--- src/rtl/cpu_pkg.sv ---
// Shared CPU definitions used by the write-back stage, the register file and
// the forwarding unit.
//   XLEN      : datapath width
//   NREG      : number of architectural registers (register 0 reads as zero)
//   ADDR_W    : register address width, 2**ADDR_W == NREG
//   CNT_W     : default width of the write-back commit counter
//   ZERO_REG  : index of the hardwired-zero register
//   wb_sel_e  : MemToReg select encoding (SEL_ALU=0, SEL_MEM=1)
package cpu_pkg;

  localparam int XLEN     = 32;
  localparam int NREG     = 32;
  localparam int ADDR_W   = 5;
  localparam int CNT_W    = 32;
  localparam int ZERO_REG = 0;

  typedef enum logic {
    SEL_ALU = 1'b0,
    SEL_MEM = 1'b1
  } wb_sel_e;

endpackage

--- src/rtl/wb_mux.sv ---
// Write-back value select: picks load data or the ALU result. Shared with
// the forwarding unit so both see the same selected value.
//   i_sel  : MemToReg select (SEL_MEM -> i_mem, SEL_ALU -> i_alu)
//   i_alu  : ALU result
//   i_mem  : load data
//   o_data : selected write-back value (combinational)
module wb_mux
  import cpu_pkg::*;
#(
  parameter int W = XLEN
) (
  input  logic         i_sel,
  input  logic [W-1:0] i_alu,
  input  logic [W-1:0] i_mem,
  output logic [W-1:0] o_data
);

  always_comb begin
    o_data = (wb_sel_e'(i_sel) == SEL_MEM) ? i_mem : i_alu;
  end

endmodule

--- src/rtl/wb_register_file.sv ---
// Write-back end of MEM/WB plus the general register file.
// Selects the write-back value, commits it to one of NREG registers, serves
// two combinational read ports with write-through bypass, and counts commits.
//   clk_i, rst_i             : clock, synchronous active-high reset
//   RegWrite_i, MemToReg_i   : write enable and write-back source select
//   RDData_i, ALUResult_i    : write-back candidates
//   WriteReg_i               : destination register
//   RSaddr_i/RTaddr_i        : read port addresses
//   RSdata_o/RTdata_o        : read port data (combinational, bypassed)
//   WBData_o                 : selected write-back value
//   WBCount_o                : number of committed write-backs (wraps)
module wb_register_file
  import cpu_pkg::*;
#(
  parameter int XLEN   = cpu_pkg::XLEN,
  parameter int NREG   = cpu_pkg::NREG,
  parameter int ADDR_W = cpu_pkg::ADDR_W,
  parameter int CNT_W  = cpu_pkg::CNT_W
) (
  input  logic              clk_i,
  input  logic              rst_i,
  input  logic              RegWrite_i,
  input  logic              MemToReg_i,
  input  logic [XLEN-1:0]   RDData_i,
  input  logic [XLEN-1:0]   ALUResult_i,
  input  logic [ADDR_W-1:0] WriteReg_i,
  input  logic [ADDR_W-1:0] RSaddr_i,
  input  logic [ADDR_W-1:0] RTaddr_i,
  output logic [XLEN-1:0]   RSdata_o,
  output logic [XLEN-1:0]   RTdata_o,
  output logic [XLEN-1:0]   WBData_o,
  output logic [CNT_W-1:0]  WBCount_o
);

  localparam logic [ADDR_W-1:0] ZERO_ADDR = ADDR_W'(ZERO_REG);

  logic [XLEN-1:0]  r_regs [NREG];
  logic [CNT_W-1:0] r_wb_count;
  logic [XLEN-1:0]  w_wb_val;
  logic             w_commit;

  wb_mux #(
    .W (XLEN)
  ) u_wb_mux (
    .i_sel  (MemToReg_i),
    .i_alu  (ALUResult_i),
    .i_mem  (RDData_i),
    .o_data (w_wb_val)
  );

  // Reset blocks the commit, which also disables the read bypass.
  assign w_commit = RegWrite_i && (WriteReg_i != ZERO_ADDR) && !rst_i;

  always_ff @(posedge clk_i) begin
    if (rst_i) begin
      for (int i = 0; i < NREG; i++) begin
        r_regs[i] <= '0;
      end
      r_wb_count <= '0;
    end else if (w_commit) begin
      r_regs[WriteReg_i] <= w_wb_val;
      r_wb_count         <= r_wb_count + CNT_W'(1);
    end
  end

  // Write-through: a read of the register being committed sees the new value
  // in the same cycle, so ID never needs a separate WB->ID forward.
  always_comb begin
    RSdata_o = r_regs[RSaddr_i];
    if (RSaddr_i == ZERO_ADDR) begin
      RSdata_o = '0;
    end else if (w_commit && (RSaddr_i == WriteReg_i)) begin
      RSdata_o = w_wb_val;
    end
  end

  always_comb begin
    RTdata_o = r_regs[RTaddr_i];
    if (RTaddr_i == ZERO_ADDR) begin
      RTdata_o = '0;
    end else if (w_commit && (RTaddr_i == WriteReg_i)) begin
      RTdata_o = w_wb_val;
    end
  end

  assign WBData_o  = w_wb_val;
  assign WBCount_o = r_wb_count;

endmodule

--- config.mk ---
export PLATFORM = sky130hd
export DESIGN_NAME = wb_register_file
export DESIGN_NICKNAME = d
export VERILOG_FILES = /design/src/rtl/cpu_pkg.sv /design/src/rtl/wb_mux.sv /design/src/rtl/wb_register_file.sv
export SDC_FILE = /design/constraint.sdc
export NUM_CORES = 2
export LEC_CHECK = 0
export BUFFER_PORTS_ARGS = -buffer_cell sky130_fd_sc_hd__buf_2
export CORE_AREA = 2 2 362 364
export DETAILED_ROUTE_END_ITERATION = 16
export DIE_AREA = 0 0 364 366
export SETUP_SLACK_MARGIN = 0.4
export SYNTH_ARGS = -nofsm -noshare
export SYNTH_HDL_FRONTEND = slang
export SYNTH_HIERARCHICAL = 1
export SYNTH_SLANG_ARGS = --single-unit
--- constraint.sdc ---
create_clock -name clk_i -period 3.9 [get_ports clk_i]
set_input_delay 0.78 -clock clk_i [delete_from_list [all_inputs] [get_ports clk_i]]
set_output_delay 0.78 -clock clk_i [all_outputs]
set_load 0.05 [all_outputs]
* Word-level counts from Yosys, hierarchy flattened *
Memories as Yosys holds them, arrays and structs flattened.
Cells that the tools add are included.

word-level totals
  flip-flop bits (word level) = 32
  RAM bits = 1024
  input bits = 83
  output and inout port bits = 128
  logic and storage cells = 27
  memories kept = 1

cells by class
  $add $sub $neg = 1
  equality and inequality tests = 2
  multiplexer cells = 13
  reduce and logical (&&, ||, !) cells = 9

memory list
  name    depth  width  rd ports  clocked after Yosys merged registers in  write ports  line                    RTL
  r_regs  32     32     2         0                                        32           wb_register_file.sv:37  logic [XLEN-1:0] r_regs [NREG];

operators by type and width
  cell                                                              number
  32-bit 2-to-1 mux                                                 6
  32-bit by 1-bit adder with 32-bit output (second input constant)  1
  32-bit OR reduction                                               1
  5-bit equality test                                               2
  5-bit logical NOT                                                 2
  1-bit 2-to-1 mux                                                  6
  5-bit 2-to-1 mux                                                  1
  5-bit nonzero test                                                1
  1-bit logical AND                                                 4
  1-bit logical NOT                                                 1

* Longest topological paths before layout *
  word-level depth = 8
  depth in mapped cells = 10
  depth with buffers taken out = 6

* Hierarchy *
The synthesis kept the hierarchy.

by module, submodules not included
  module            instances  cells an instance  area an instance (um^2)  seq. area each (um^2)
  wb_register_file  1          4359               57346.2                  31390.1
  wb_mux            1          36                 544.3                    0.0

* Worst setup path before layout *
No wires, ideal clock.

  path type = input-to-output
  from = input RTaddr_i[0]
  to = output RTdata_o[30]
  arrival time = 3.618 ns
  data required time = 3.120 ns
  path slack = -0.498 ns
  stages = 7
  path buffers = 4
  path through = buf_2 -> buf_4 -> buf_2 -> xnor2_1 -> nand4_1 -> buf_2 -> o311ai_0

on the way
  cells in the longest elaborated chain, start to end = 4
  elaborated cells on any way between the ends = 6
  those cells by class = 1 x eq/ne; 2 x mux; 2 x reduce/logical; 1 x memory

ends and longest elaborated chain
  element                                                                          line                    RTL
  start: declaration                                                               wb_register_file.sv:28  input logic [ADDR_W-1:0] RTaddr_i,
  parallel branches: the longest is 3 deep, another holds memory read 32 x 32 bit  n/a
  32-bit 2-to-1 mux (*)                                                            wb_register_file.sv:79  if (RTaddr_i == ZERO_ADDR) begin
  end: declaration                                                                 wb_register_file.sv:30  output logic [XLEN-1:0] RTdata_o,

Every way passes the cells marked *.

* Worst setup path in the final report *
  from = input RSaddr_i[0]
  to = output RSdata_o[17]

on the way
  cells in the longest elaborated chain, start to end = 4
  elaborated cells on any way between the ends = 6
  those cells by class = 1 x eq/ne; 2 x mux; 2 x reduce/logical; 1 x memory

ends and longest elaborated chain
  element                                                                          line                    RTL
  start: declaration                                                               wb_register_file.sv:27  input logic [ADDR_W-1:0] RSaddr_i,
  parallel branches: the longest is 3 deep, another holds memory read 32 x 32 bit  n/a
  32-bit 2-to-1 mux (*)                                                            wb_register_file.sv:70  if (RSaddr_i == ZERO_ADDR) begin
  end: declaration                                                                 wb_register_file.sv:29  output logic [XLEN-1:0] RSdata_o,

Marks and branches as above.

==> reports/metrics.csv <==
stage;metric;value;unit
synth;register area share after synthesis;0.542;
worst_setup_path;Buf/Inv on CP;6;
worst_setup_path;CP max stage delay;0.31;ns
worst_setup_path;Critical Path, Cell by Cell;buf_16 -> buf_16 -> buf_16 -> nor2b_4 -> buf_12 -> buf_16 -> a22oi_1 -> nand3_1 -> nand4_1 -> nor2_1 -> nor3_2 -> buf_6;
timing;Final min period;3.72;ns
placed_design;Place WS;-0.377;ns
power;LEAKAGE;27.1;nW
placed_design;Post-DP HPWL;135000;um
synth;main combinational cell family by area after synthesis;multiplexers;
floorplan;Std-Cell Rows;132;
grt;initial antenna violation count;13;
placed_design;Port-buffer cells;210;
floorplan;core area;129000;um^2
worst_setup_path;worst reg2reg setup slack;1.69;ns
timing;setup TNS;0;ns
final_layout;share of layout cells above drive strength 1;0.320;
clock_tree;# hold bufs at CTS;0;
worst_setup_path;CP startpoint kind;input port;
grt;global-route wire length before repair;306000;um
floorplan;top-level port count;211;
worst_setup_path;Setup crit end;RSdata_o[17];
timing;Final Max Tran Viols;0;
timing;final worst path period share;0.953;
grt;GRT Util Overall;0.323;
clock_tree;H-tree lvl count;3;
synth;synthesized flop and latch total;1056;
routing;Residual DRC;0;
final_layout;register area;31400;um^2
routing;Post-DRT Antenna Nets;0;
final_layout;area taken by multi-input logic gates;26400;um^2
synth;compound-cell area share of the yosys netlist;0.0525;
clock_tree;CTS tree;built;
worst_hold_path;hold depth;3;
worst_setup_path;Worst Path Arrival;2.94;ns
timing;WHS;0.398;ns
grt;vias in the first global route;41200;
grt;total grt overflow;0;
worst_setup_path;start point of the critical path;RSaddr_i[0];
worst_setup_path;cell count along the critical path;12;
synth;Synth Area in Simple Gates;0.148;
timing;Final Hold Fails;0;
clock_tree;CTS Root Cell;clkbuf_16;
routing;via count;42000;
synth;Main synth FF type;edfxtp_1;
timing;worst-margin pin slew;0.858;ns
synth;multiplexer share of the synthesized area;0.216;
routing;Via density;6.28;
clock_tree;clk sinks;1056;
floorplan;die area;133000;um^2
routing;drt pass-1 iters;5;
worst_setup_path;Worst Setup Path Type;input port to primary output;
worst_hold_path;Worst Hold Class;input port to flop;
worst_setup_path;crit-path max FO;10;
synth;unique cell type count in the Yosys netlist;51;
worst_setup_path;critical path endpoint category;primary output;
worst_setup_path;worst r2r dst;WBCount_o[20];
outcome;outcome;finished clean;
worst_setup_path;CP dominant cell by count;buf_16;
clock_tree;Num CTS Buffers;118;
worst_setup_path;crit-path leading delay family;simple AND/OR/NAND/NOR gates;
synth;synth warn;6;
timing;RSZ-0062 raised after global routing;yes;
worst_setup_path;CP required;3.12;ns
final_layout;nets;4937;
synth;Synth Instances;4395;
clock_tree;clock latency on the worst-skew pair;0.74;ns
final_layout;fillers;10400;
floorplan;Die Y;366;um
timing;final setup fails;0;
worst_setup_path;R2R Path Start;WBCount_o[0];
placed_design;placed cell areas;64100;um^2
final_layout;Core Util, Final;0.559;
synth;Synth async-reset ratio;0;
routing;final wirelength;221000;um
worst_setup_path;Critical-path top delay cell;nand4_1;
timing;post-route setup slack;0.185;ns
synth;number of synthesized flops with an enable pin;1024;
flow_run;number of max-cap violations;0;
synth;mapped cell area;57900;um^2
placed_design;GP Congestion;0.913;
floorplan;Initial Utilization;0.449;
routing;Starting DRT DRC Count;5568;
power;pwr/cell area;415;nW/um^2
worst_setup_path;FF-to-FF path depth;6;
synth;Synth Area in XOR/XNOR;0.00605;
clock_tree;clock buffer depth;3;
timing;Slew headroom;0.428;
clock_tree;clk slew on worst S/H paths;0.06;ns
power;highest ir drop seen on vdd;364;uV
final_layout;final instance area;72200;um^2
timing;Setup Skew;0.0122;ns
synth;Avg Cell Area, Syn;13.2;um^2
floorplan;die width;364;um
timing;Max Clk Rate;269;MHz
grt;largest net degree at the start of global routing;52;
final_layout;synthesis-to-layout area growth;24.6;%
routing;wire per inst;33.0;um
synth;Synth Area in Adders;0.000216;
registers in the layout, indices dropped and copies added (netlist names):
| signal | flops |
|---|---|
| r_regs | 1024 |
| WBCount_o | 32 |
layout make-up:
class                      count  share of cell area
antenna                        3            0.000104
clock buffer                 152              0.0436
clock inverter                63             0.00905
inverter                       4            0.000208
multi-input combinational   2909               0.366
sequential                  1056               0.435
tap                         1742              0.0302
timing repair buffer         764               0.116
per-stage QoR:
step                instances  power (mW)
floorplan                4426        16.2
global placement         6317        18.2
detailed placement       6317        18.3
CTS                      6633        29.8
global route             6690        30.7
finish                   6693        30.0
layer usage:
layer,part of all wire,GRT usage
met3,0.094,0.0535
met2,0.46,0.504
met1,0.39,0.434
met5,0.000099,0
met4,0.059,0.168
where the power goes:
part	switching (mW)	internal (mW)
Combinational	3.20	2.21
Clock	4.68	6.50
Sequential	0.331	13.1
Total	8.22	21.8
cell usage after synthesis, types with 7 or more instances:
library cell	number	area share
edfxtp_1	1024	0.53
buf_1	17	0.0011
or2_2	32	0.0035
nand3b_1	7	0.00091
buf_4	22	0.0029
nand3_1	97	0.0084
a21oi_1	32	0.0028
nand2_1	49	0.0032
mux2i_1	604	0.10
and2_1	965	0.10
xor2_1	22	0.0033
mux4_2	239	0.093
a22oi_1	263	0.034
xnor2_1	18	0.0027
nand4_1	16	0.0017
and3_1	31	0.0034
nor2b_1	10	0.0011
mux2_2	54	0.011
o211ai_1	27	0.0035
a221oi_1	7	0.0011
nor3_1	71	0.0061
dfxtp_1	32	0.011
a211oi_1	26	0.0034
nor2_1	174	0.011
buf_2	123	0.011
mux2_4	30	0.0078
o21ai_0	8	0.00069
a31oi_1	55	0.0059
clkbuf_1	288	0.019
cells in the final DEF (no fill, tap or decap), types with 14 or more instances in the layout:
cell type,instances
nand3_2,25
clkinv_2,20
a22oi_1,224
xnor2_1,16
nor2_4,30
nor2_2,35
buf_2,135
and3_4,24
clkinv_1,24
mux4_2,239
buf_16,40
mux2_4,34
a22oi_2,39
dfxtp_1,32
a31oi_1,41
buf_4,354
mux2_2,50
buf_6,101
nand3_1,72
edfxtp_1,1024
o211ai_1,27
nor3_2,25
nor3_4,14
a211oi_4,21
a21oi_1,19
buf_12,107
nor2_1,110
and2_1,962
xor2_1,19
clkbuf_16,133
conb_1,32
nand2_1,43
mux2i_1,588
nand4_1,16
or2_2,32
clkbuf_1,30
nor3_1,34
worst min path at each step:
stage	startpoint	to	slack (ns)
after detailed placement	WBCount_o[1]	WBCount_o[1]	0.49
after global routing	RegWrite_i	WBCount_o[1]	0.42
after CTS	RegWrite_i	WBCount_o[1]	0.36
after global placement	WBCount_o[1]	WBCount_o[1]	0.48
after floorplan	WBCount_o[1]	WBCount_o[1]	0.69
final	RegWrite_i	WBCount_o[1]	0.40
worst reg2reg max path: stages, from the launching register on:
cell and delay [ns]:
dfxtp_1 0.44, ha_1 0.22, o2111ai_1 0.33, or4_1 0.65, nor3_2 0.24, xnor2_1 0.15
nor2_1 0.05
logic make-up after synthesis:
group | Yosys count
buf+inv | 461
mux | 927
simple gates | 1485
flops | 1056
compound gates | 424
fa+ha+maj | 1
xor+xnor | 40
other cells | 1
repair_timing:
action | 4_1_cts | 5_1_grt
pin swaps | 67 | 80
cloned | 26 | 13
endpoints found under the setup margin | 64 | 64
setup buffers | 75 | 44
gates resized for setup | 323 | 163
Power figures use the tool's default switching activity.
